`config.mk`:
```
export PLATFORM = sky130hd
export DESIGN_NAME = ami_wdma
export DESIGN_NICKNAME = d
export VERILOG_FILES = /design/src/rtl/ami_wdma.sv
export SDC_FILE = /design/constraint.sdc
export NUM_CORES = 1
export LEC_CHECK = 0
export ABC_AREA = 1
export BUFFER_PORTS_ARGS = -buffer_cell sky130_fd_sc_hd__buf_2
export CORE_AREA = 2 2 170 172
export CTS_CLUSTER_SIZE = 24
export DETAILED_ROUTE_END_ITERATION = 12
export DIE_AREA = 0 0 172 174
export GPL_TIMING_DRIVEN = 0
export PLACE_DENSITY = 0.78
export SYNTH_ARGS = -nofsm -noshare
export SYNTH_HDL_FRONTEND = slang
export SYNTH_SLANG_ARGS = --single-unit
export TNS_END_PERCENT = 100
```
`constraint.sdc`:
```
create_clock -name usr_clk -period 4.1 [get_ports usr_clk]
set_input_delay 0.205 -clock usr_clk [delete_from_list [all_inputs] [get_ports usr_clk]]
set_output_delay 0.205 -clock usr_clk [all_outputs]
set_load 0.005 [all_outputs]
```
`src/rtl/ami_wdma.sv`:
```
// Write-DMA engine: splits one {addr,len} command into 4KB-safe INCR bursts
// on usr_aw*, streams s_* onto usr_w* with WLAST, collects B, reports done.
// Ports: usr_clk/usr_reset; cmd_*; s_*; usr_aw*/usr_w*/usr_b*; busy, done_*.
// Optional build macro AMI_WDMA_PERF_EN adds perf_cycles[31:0] (RUN cycles).
module ami_wdma #(
  parameter int AXI_DW   = 128,
  parameter int AXI_AW   = 40,
  parameter int AXI_IW   = 8,
  parameter int AXI_LW   = 8,
  parameter int DMA_LW   = 20,
  parameter int MAX_BLEN = 16,
  parameter int DMA_OD   = 4,
  parameter int DMA_ID   = 0
) (
  input  logic                usr_clk,
  input  logic                usr_reset,
  input  logic [AXI_AW-1:0]   cmd_addr,
  input  logic [DMA_LW-1:0]   cmd_len,
  input  logic                cmd_valid,
  output logic                cmd_ready,
  input  logic [AXI_DW-1:0]   s_data,
  input  logic [AXI_DW/8-1:0] s_strb,
  input  logic                s_valid,
  output logic                s_ready,
  output logic [AXI_IW-1:0]   usr_awid,
  output logic [AXI_AW-1:0]   usr_awaddr,
  output logic [AXI_LW-1:0]   usr_awlen,
  output logic [2:0]          usr_awsize,
  output logic [1:0]          usr_awburst,
  output logic                usr_awvalid,
  input  logic                usr_awready,
  output logic [AXI_DW-1:0]   usr_wdata,
  output logic [AXI_DW/8-1:0] usr_wstrb,
  output logic                usr_wlast,
  output logic                usr_wvalid,
  input  logic                usr_wready,
  input  logic [AXI_IW-1:0]   usr_bid,
  input  logic [1:0]          usr_bresp,
  input  logic                usr_bvalid,
  output logic                usr_bready,
  output logic                busy,
  output logic                done_valid,
`ifdef AMI_WDMA_PERF_EN
  output logic [31:0]         perf_cycles,
`endif
  output logic                done_err
);

  localparam int BSH = $clog2(AXI_DW / 8);
  localparam int PW  = (DMA_OD > 1) ? $clog2(DMA_OD) : 1;
  localparam int OW  = $clog2(DMA_OD + 1);

  typedef enum logic [1:0] {IDLE, RUN, DONE} state_t;
  state_t state, state_nx;

  logic [AXI_AW-1:0] addr_q, awaddr_q, src_addr, next_addr;
  logic [DMA_LW-1:0] rem_q, src_rem, next_rem;
  logic [AXI_LW-1:0] awlen_q, wbeat, head;
  logic [AXI_LW-1:0] fifo_mem [DMA_OD];
  logic [PW-1:0]     wr_ptr, rd_ptr;
  logic [OW-1:0]     fifo_cnt, out_cnt, fifo_nx, out_nx;
  logic [12:0]       room;
  logic [31:0]       beats;
  logic              awvalid_q, err_q;
  logic              accept, aw_hs, w_hs, b_hs, pop;
  logic              fifo_ne, issue_ok, load_aw;
  logic              unused_ok;

  assign unused_ok = ^{usr_bid, cmd_addr[BSH-1:0]};

  assign accept  = cmd_valid & cmd_ready;
  assign aw_hs   = awvalid_q & usr_awready;
  assign fifo_ne = (fifo_cnt != '0);
  assign head    = fifo_mem[rd_ptr];
  assign w_hs    = usr_wvalid & usr_wready;
  assign pop     = w_hs & usr_wlast;
  // B is only meaningful while bursts are outstanding in RUN.
  assign b_hs    = usr_bvalid & (state == RUN) & (out_cnt != '0);

  // In IDLE the first burst is sized straight from the command so AW
  // can rise the cycle after accept.
  always_comb begin
    src_addr = addr_q;
    src_rem  = rem_q;
    if (state == IDLE) begin
      src_addr = {cmd_addr[AXI_AW-1:BSH], BSH'(0)};
      src_rem  = cmd_len;
    end
    room  = 13'h1000 - {1'b0, src_addr[11:0]};
    beats = 32'(src_rem);
    if (beats > 32'(MAX_BLEN))
      beats = 32'(MAX_BLEN);
    if (beats > 32'(room >> BSH))
      beats = 32'(room >> BSH);
    next_addr = src_addr + AXI_AW'(beats << BSH);
    next_rem  = src_rem - DMA_LW'(beats);
  end

  // Limits are checked against next-cycle occupancy so a returning B
  // or a popped burst frees a slot immediately.
  assign out_nx   = out_cnt + OW'(aw_hs) - OW'(b_hs);
  assign fifo_nx  = fifo_cnt + OW'(aw_hs) - OW'(pop);
  assign issue_ok = (out_nx < OW'(DMA_OD)) &
                    (fifo_nx < OW'(DMA_OD)) &
                    (src_rem != '0);

  always_comb begin
    load_aw = 1'b0;
    unique case (state)
      IDLE:    load_aw = accept & issue_ok;
      RUN:     load_aw = (~awvalid_q | aw_hs) & issue_ok;
      default: load_aw = 1'b0;
    endcase
  end

  always_comb begin
    state_nx = state;
    unique case (state)
      IDLE:
        if (accept)
          state_nx = (cmd_len != '0) ? RUN : DONE;
      RUN:
        if (rem_q == '0 && !awvalid_q &&
            fifo_cnt == '0 && out_cnt == '0)
          state_nx = DONE;
      DONE:    state_nx = IDLE;
      default: state_nx = IDLE;
    endcase
  end

  always_ff @(posedge usr_clk or posedge usr_reset) begin
    if (usr_reset) begin
      state     <= IDLE;
      addr_q    <= '0;
      rem_q     <= '0;
      awvalid_q <= 1'b0;
      awaddr_q  <= '0;
      awlen_q   <= '0;
      err_q     <= 1'b0;
    end else begin
      state <= state_nx;
      if (accept) begin
        addr_q <= src_addr;
        rem_q  <= cmd_len;
        err_q  <= 1'b0;
      end
      if (load_aw) begin
        awvalid_q <= 1'b1;
        awaddr_q  <= src_addr;
        awlen_q   <= AXI_LW'(beats - 32'd1);
        addr_q    <= next_addr;
        rem_q     <= next_rem;
      end else if (aw_hs) begin
        awvalid_q <= 1'b0;
      end
      if (b_hs && usr_bresp != 2'b00)
        err_q <= 1'b1;
    end
  end

  always_ff @(posedge usr_clk or posedge usr_reset) begin
    if (usr_reset) begin
      wr_ptr   <= '0;
      rd_ptr   <= '0;
      fifo_cnt <= '0;
      out_cnt  <= '0;
      wbeat    <= '0;
    end else begin
      fifo_cnt <= fifo_nx;
      out_cnt  <= out_nx;
      if (aw_hs)
        wr_ptr <= (wr_ptr == PW'(DMA_OD - 1)) ? '0 : wr_ptr + 1'b1;
      if (pop)
        rd_ptr <= (rd_ptr == PW'(DMA_OD - 1)) ? '0 : rd_ptr + 1'b1;
      if (w_hs)
        wbeat <= usr_wlast ? '0 : wbeat + 1'b1;
    end
  end

  always_ff @(posedge usr_clk) begin
    if (aw_hs)
      fifo_mem[wr_ptr] <= awlen_q;
  end

`ifdef AMI_WDMA_PERF_EN
  always_ff @(posedge usr_clk or posedge usr_reset) begin
    if (usr_reset)
      perf_cycles <= '0;
    else if (accept)
      perf_cycles <= '0;
    else if (state == RUN && perf_cycles != 32'hFFFF_FFFF)
      perf_cycles <= perf_cycles + 32'd1;
  end
`endif

  assign cmd_ready   = (state == IDLE) & ~usr_reset;
  assign busy        = (state != IDLE);
  assign done_valid  = (state == DONE);
  assign done_err    = done_valid & err_q;

  assign usr_awid    = AXI_IW'(DMA_ID);
  assign usr_awaddr  = awaddr_q;
  assign usr_awlen   = awlen_q;
  assign usr_awsize  = 3'(BSH);
  assign usr_awburst = 2'b01;
  assign usr_awvalid = awvalid_q;

  assign usr_wdata   = s_data;
  assign usr_wstrb   = s_strb;
  assign usr_wvalid  = s_valid & fifo_ne;
  assign usr_wlast   = fifo_ne & (wbeat == head);
  assign s_ready     = usr_wready & fifo_ne;
  assign usr_bready  = 1'b1;

endmodule

```
# After elaboration in Yosys (flattened, before gate mapping)
# Memory sizes are Yosys's and may differ from the RTL's.
# Index checks and enable logic that the tools add are counted.
[totals] out_inout_bits=214 ram_bits=32 elab_cells=94 reg_bits=130 input_bits=221 mem_count=1
[mem_list] name="fifo_mem" words=4 word_bits=8 rd=1 rd_ports_with_merged_regs=0 wr=1 line="59" text="logic [AXI_LW-1:0] fifo_mem [DMA_OD];"
[classes] bitwise_logic=18 n_reduce_logical=19 mux=22 n_eq_ne=7 magnitude_cmp=4 n_addsub=11
[op_table] cell="$mux 40" n=3
[op_table] cell="$mux 20" n=5
[op_table] cell="$add 40x24->40" n=1
[op_table] cell="$reduce_bool 20->1" n=2
[op_table] cell="$gt 32x9->1" n=1
[op_table] cell="$gt 20x5->1 const B" n=1
[op_table] cell="$logic_not 20->1" n=1
[op_table] cell="$sub 20x20->20" n=1
[op_table] cell="$and 1x1->1" n=15
[op_table] cell="$sub 13x12->13 const A" n=1
[op_table] cell="$mux 2" n=5
[op_table] cell="$reduce_bool 2->1" n=5
[op_table] cell="$add 8x1->8 const B" n=1
[op_table] cell="$eq 8x8->1" n=1
[op_table] cell="$mux 8" n=1
[op_table] cell="$sub 8x1->8 const B" n=1
[op_table] cell="$add 3x1->3" n=2
[op_table] cell="$eq 2x2->1 const B" n=3
[op_table] cell="$logic_not 3->1" n=2
[op_table] cell="$lt 3x3->1 const B" n=2
[op_table] cell="$mux 1" n=6
[op_table] cell="$reduce_bool 3->1" n=2
[op_table] cell="$sub 3x1->3" n=2
[op_table] cell="$add 2x1->2 const B" n=2
[op_table] cell="other kinds (11)" n=15

# Logic depth before layout (Yosys ltp)
[logic_depth] ltp_word=11 mapped_depth=40 ltp_nobuf=38

# Worst setup path before layout
# No wires, ideal clock.
[synth_timing] path_kind="register to register" start="register state[0]" end="register rem_q[13]" setup_time_ps=121 n_path_buf=3 required_time_ps=3979 period_less_slack_ps=4504 setup_slack_ps=-404 t_arrival_ps=4383 stages_incl_launch_ff=35 cell_sequence="dfrtp_1 > nor2_4 > buf_6 > buf_6 > nand2_1 > nand2_2 > nand2_2 > nor2_4 > nand4_2 > inv_2 > nand2_2 > nand2_1 > nand2_2 > ha_1 > nand2_1 > nor2_1 > nor2_1 > nand2_1 > nand2_1 > nand2_1 > nand2_1 > buf_2 > nand3_1 > nand2_2 > inv_1 > ha_1 > nand2_1 > inv_1 > a21oi_1 > o21ai_0 > a21oi_1 > o21ai_0 > xor2_1 > o21bai_1 > nand2_1"
[synth_between] elab_chain_cells=10 word_cells_on_any_way=24 classes_between="add/sub: 3; order compare: 3; eq/ne: 1; mux: 6; bitwise: 8; reduce/logical: 3"
[synth_rtl] element="start, declared" line="54" text="state_t state, state_nx;"
[synth_rtl] element="start signal, assigned" line="141" text="state <= state_nx;"
[synth_rtl] element="parallel branches: the longest is 10 deep, another holds $gt 32x9->1"
[synth_rtl] element="end signal, assigned" line="144" text="rem_q <= cmd_len;"
[synth_rtl] element="end signal, assigned" line="152" text="rem_q <= next_rem;"
[synth_rtl] element="end, declared" line="57" text="logic [DMA_LW-1:0] rem_q, src_rem, next_rem;"
# Parallel ways; which one is timed is not known.
# A chain may end at the register's enable or synchronous reset.

# Worst setup path in the final report
[layout_timing] start="register state[1]" end="register rem_q[16]"
# Same word-level chain as after synthesis.

==> run_summary.xml <==
<?xml version="1.0" encoding="UTF-8"?>
<metrics>
  <group name="sta">
    <metric name="total_negative_slack_for_setup_checks" unit="ns">-14.58</metric>
    <metric name="finalSetupViolations" unit="">49</metric>
    <metric name="maxSlewHeadroom" unit="%">46.6</metric>
    <metric name="timing.final.ws_setup" unit="ns">-0.467</metric>
    <metric name="finalHoldViolations" unit="">0</metric>
    <metric name="final.min_clock_period" unit="ns">4.57</metric>
    <metric name="timing_max_transition_violations_final" unit="">0</metric>
    <metric name="upper_clock_frequency_limit" unit="MHz">219</metric>
    <metric name="worst_slew_pin_slew" unit="ns">0.801</metric>
    <metric name="rsz0062_at_grt" unit="">yes</metric>
    <metric name="final_min_period_over_clock_period" unit="%">111</metric>
    <metric name="worst_clock_skew" unit="ns">0.0134</metric>
  </group>
  <group name="global_routing">
    <metric name="overflow" unit="">0</metric>
    <metric name="largest_net_degree_at_the_start_of_global_routing" unit="">68</metric>
    <metric name="grt_antenna_before_repair" unit="">2</metric>
    <metric name="global_route.usage.met2" unit="%">48.0</metric>
    <metric name="global_route.usage.met3" unit="%">4.12</metric>
    <metric name="wire_length_of_the_first_global_routing_pass" unit="um">66200</metric>
    <metric name="globalRouteTotalUtil" unit="%">28.8</metric>
    <metric name="grt-busiest-layer" unit="">met2</metric>
    <metric name="globalRouteMet1Util" unit="%">36.4</metric>
    <metric name="vias_in_the_first_global_route" unit="">12600</metric>
  </group>
  <group name="detailed_routing">
    <metric name="antenna_left" unit="">0</metric>
    <metric name="dr.pass1.iters" unit="">5</metric>
    <metric name="vias" unit="">12800</metric>
    <metric name="drcViolationCount" unit="">0</metric>
    <metric name="vias_per_inst" unit="">5.19</metric>
    <metric name="routed_wl" unit="um">44500</metric>
    <metric name="dr.first_iter.drc_count" unit="">942</metric>
    <metric name="route.detailed.wl_per_inst" unit="um">18.1</metric>
  </group>
  <group name="critical_path">
    <metric name="cpMostUsedCell" unit="">sky130_fd_sc_hd__nand2_2</metric>
    <metric name="critical-path-top-delay-family" unit="">simple AND/OR/NAND/NOR gates</metric>
    <metric name="cp_data_arrival_time" unit="ns">4.90</metric>
    <metric name="worst_path_required" unit="ns">4.43</metric>
    <metric name="worst_path_max_delay_cell" unit="">sky130_fd_sc_hd__dfrtp_2</metric>
    <metric name="cp.buffers_inverters" unit="">7</metric>
    <metric name="critPathMaxStageDelay" unit="ns">0.46</metric>
    <metric name="endpoint_class_of_the_critical_path" unit="">flip-flop</metric>
    <metric name="cp-start-kind" unit="">flip-flop</metric>
    <metric name="critPathLaunch" unit="">state[1]</metric>
    <metric name="critical_register_to_register_path_startpoint" unit="">state[1]</metric>
    <metric name="crit_path_max_fanout" unit="">8</metric>
    <metric name="timing.setup.critical_path_class" unit="">flip-flop to flip-flop</metric>
  </group>
  <group name="worst_hold_path">
    <metric name="hold_path.startpoint" unit="">usr_awready</metric>
    <metric name="holdCritPathClass" unit="">primary input to flip-flop</metric>
  </group>
  <group name="clocking">
    <metric name="cts_tree" unit="">done</metric>
    <metric name="cts-buffers-inserted" unit="">17</metric>
    <metric name="clk_path_buf_depth" unit="">2</metric>
    <metric name="cts_num_sinks" unit="">162</metric>
    <metric name="clock_tree.root_cell" unit="">sky130_fd_sc_hd__clkbuf_16</metric>
    <metric name="cts.clk_slew.worst_paths" unit="ns">0.07</metric>
    <metric name="ctsHtreeMaxLevel" unit="">4</metric>
    <metric name="clk-insertion-delay-late" unit="ns">0.44</metric>
  </group>
  <group name="status">
    <metric name="violated_checks" unit="">setup timing</metric>
    <metric name="status" unit="">finished, violations left</metric>
  </group>
  <group name="logic_synthesis">
    <metric name="synthMuxAreaShare" unit="%">0.162</metric>
    <metric name="synthesis.instances" unit="">1651</metric>
    <metric name="postSynthAreaPerCell" unit="um2">7.48</metric>
    <metric name="synthDistinctLibCells" unit="">57</metric>
    <metric name="synth-simple-area-share" unit="%">24.2</metric>
    <metric name="largest_family_of_logic_cells_by_synthesized_area" unit="">simple AND/OR/NAND/NOR gates</metric>
    <metric name="syn-cell-area" unit="um2">12400</metric>
    <metric name="compound_cell_area_share_of_the_yosys_netlist" unit="%">13.3</metric>
    <metric name="number_of_flops_mapped_to_enable_cells_by_yosys" unit="">32</metric>
    <metric name="synth-seq-area-share" unit="%">34.1</metric>
    <metric name="yosys_register_bits" unit="">162</metric>
    <metric name="synth.yosys.warnings" unit="">0</metric>
    <metric name="postSynth.asyncResetShare" unit="%">80.2</metric>
    <metric name="xor_and_xnor_area_share_after_synthesis" unit="%">3.62</metric>
    <metric name="synth-adder-area-share" unit="%">6.73</metric>
    <metric name="dominantRegCellSynth" unit="">sky130_fd_sc_hd__dfrtp_1</metric>
  </group>
  <group name="flow_run">
    <metric name="max-cap-violations" unit="">0</metric>
  </group>
  <group name="floorplanning">
    <metric name="initial_core_util" unit="%">43.7</metric>
    <metric name="core-area" unit="um2">28200</metric>
    <metric name="chipHeight" unit="um">174</metric>
    <metric name="fp.dieArea" unit="um2">29900</metric>
    <metric name="dieWidth" unit="um">172</metric>
    <metric name="num_io_pins" unit="">435</metric>
    <metric name="rows" unit="">62</metric>
  </group>
  <group name="placement">
    <metric name="hpwlAfterDp" unit="um">32800</metric>
    <metric name="port-buffer-count" unit="">264</metric>
    <metric name="finalWeightedCongestion" unit="">0.983</metric>
    <metric name="dpl_worst_slack" unit="ns">-0.912</metric>
  </group>
  <group name="cells_and_area">
    <metric name="sequential_cell_area" unit="um2">4220</metric>
    <metric name="drive_above_1_share" unit="%">39.2</metric>
    <metric name="area_delta_synth_final" unit="%">36.2</metric>
    <metric name="nFillCells" unit="">2496</metric>
    <metric name="total_area_of_multi_input_combinational_cells" unit="um2">7050</metric>
    <metric name="final_core_utilization" unit="%">59.6</metric>
    <metric name="final_net_count" unit="">2343</metric>
  </group>
</metrics>
## Yosys cell counts (6+ instances only)
master                       n  share of area (%)
sky130_fd_sc_hd__nor4_1      8               0.41
sky130_fd_sc_hd__nor2_4      6               0.55
sky130_fd_sc_hd__xor2_1     40                2.8
sky130_fd_sc_hd__o21ai_0   129                5.2
sky130_fd_sc_hd__buf_4     162                9.8
sky130_fd_sc_hd__buf_2      18               0.73
sky130_fd_sc_hd__nand3_1    83                3.4
sky130_fd_sc_hd__o21ai_2     6               0.43
sky130_fd_sc_hd__o211ai_1    7               0.43
sky130_fd_sc_hd__xnor2_1    11               0.78
sky130_fd_sc_hd__nor2_1    114                3.5
sky130_fd_sc_hd__nor2_2      7               0.35
sky130_fd_sc_hd__dfrtp_1   130                 26
sky130_fd_sc_hd__nand2_2    15               0.76
sky130_fd_sc_hd__inv_1     168                5.1
sky130_fd_sc_hd__edfxtp_1   32                7.8
sky130_fd_sc_hd__ha_1       60                6.1
sky130_fd_sc_hd__clkbuf_1   13               0.40
sky130_fd_sc_hd__o22ai_1    12               0.61
sky130_fd_sc_hd__nand4_1    19               0.96
sky130_fd_sc_hd__o21a_1      8               0.49
sky130_fd_sc_hd__a21oi_1    67                2.7
sky130_fd_sc_hd__buf_6      14                1.3
sky130_fd_sc_hd__inv_2       8               0.24
sky130_fd_sc_hd__nor3_1     16               0.65
sky130_fd_sc_hd__o21ai_1    39                1.6
sky130_fd_sc_hd__nand2_1   402                 12
## metrics by stage
stage	cell area, um2	instances	hold slack (ns)
floorplan	12700	1688	0.313
global placement	14500	2336	0.446
detailed placement	14500	2337	0.385
CTS	16500	2444	0.0116
global route	16800	2456	0.0362
finish	16800	2456	0.0267
## repair_timing
| action | CTS | global route |
|---|---|---|
| hold buffers | 3 | 0 |
| endpoints found under the setup margin | 105 | 105 |
| gates cloned | 4 | 0 |
| endpoints found under the hold margin | 64 | 0 |
| setup buffers | 70 | 11 |
| gates resized for setup | 195 | 80 |
| pin swaps | 63 | 35 |
## cell type report
cell class | instances | area share, %
buffer | 206 | 9.97
timing repair buffer | 353 | 12.3
clock inverter | 8 | 0.528
tap | 384 | 2.86
multi-input combinational | 1139 | 41.9
sequential | 162 | 25.1
inverter | 179 | 4.22
antenna | 2 | 0.0297
clock buffer | 23 | 3.12
## flip-flops by register name, summed over array words and instances (netlist names), 2 cells and up
name / flops
wr_ptr: 2
fifo_cnt: 3
addr_q: 40
wbeat: 8
out_cnt: 3
rd_ptr: 2
fifo_mem: 32
rem_q: 20
usr_awaddr: 40
usr_awlen: 8
state: 2
## cell usage in the layout (no fill, tap or decap), drive strengths merged, types with 2 or more instances in the layout
| master | synthesis | routed |
|---|---|---|
| a21boi | 2 | 2 |
| a21o | 3 | 3 |
| a21oi | 68 | 68 |
| a31oi | 4 | 4 |
| and2 | 3 | 3 |
| buf | 195 | 544 |
| clkbuf | 13 | 35 |
| clkinv | 2 | 5 |
| clkinvlp | 0 | 3 |
| conb | 2 | 39 |
| dfrtp | 130 | 130 |
| diode | 0 | 2 |
| dlygate4sd3 | 0 | 3 |
| edfxtp | 32 | 32 |
| fa | 4 | 4 |
| ha | 60 | 60 |
| inv | 177 | 178 |
| mux2i | 2 | 2 |
| nand2 | 417 | 417 |
| nand3 | 85 | 85 |
| nand4 | 21 | 21 |
| nor2 | 128 | 128 |
| nor3 | 18 | 18 |
| nor4 | 9 | 9 |
| o211ai | 9 | 9 |
| o21a | 8 | 8 |
| o21ai | 174 | 174 |
| o21bai | 3 | 3 |
| o22a | 2 | 2 |
| o22ai | 13 | 13 |
| o31ai | 4 | 4 |
| or2 | 6 | 6 |
| xnor2 | 11 | 11 |
| xor2 | 40 | 40 |
## logic make-up after synthesis
group           after synthesis
simple gates                689
buf+inv                     387
compound gates              294
flops                       162
fa+ha+maj                    64
xor+xnor                     51
other cells                   2
mux                           2
## metal layers
layer,vias to the layer above,wire length [um]
li1,6002,-
met1,5995,17700
met2,609,21300
met3,148,3300
met4,0,2220
met5,-,0
## worst paths after layout
path	slack [ns]	endpoint	depth (start not counted)
min reg2reg	0.48	addr_q[1]	2
max reg2reg	-0.47	rem_q[16]	35
max	-0.47	rem_q[16]	35
min in group asynchronous	0.47	usr_awaddr[29]	3
min	0.03	usr_awvalid	2
max in group asynchronous	2.83	state[1]	4
Power is not shown: default switching activity piles up to over one toggle a cycle in this logic, so the estimate is an artifact.
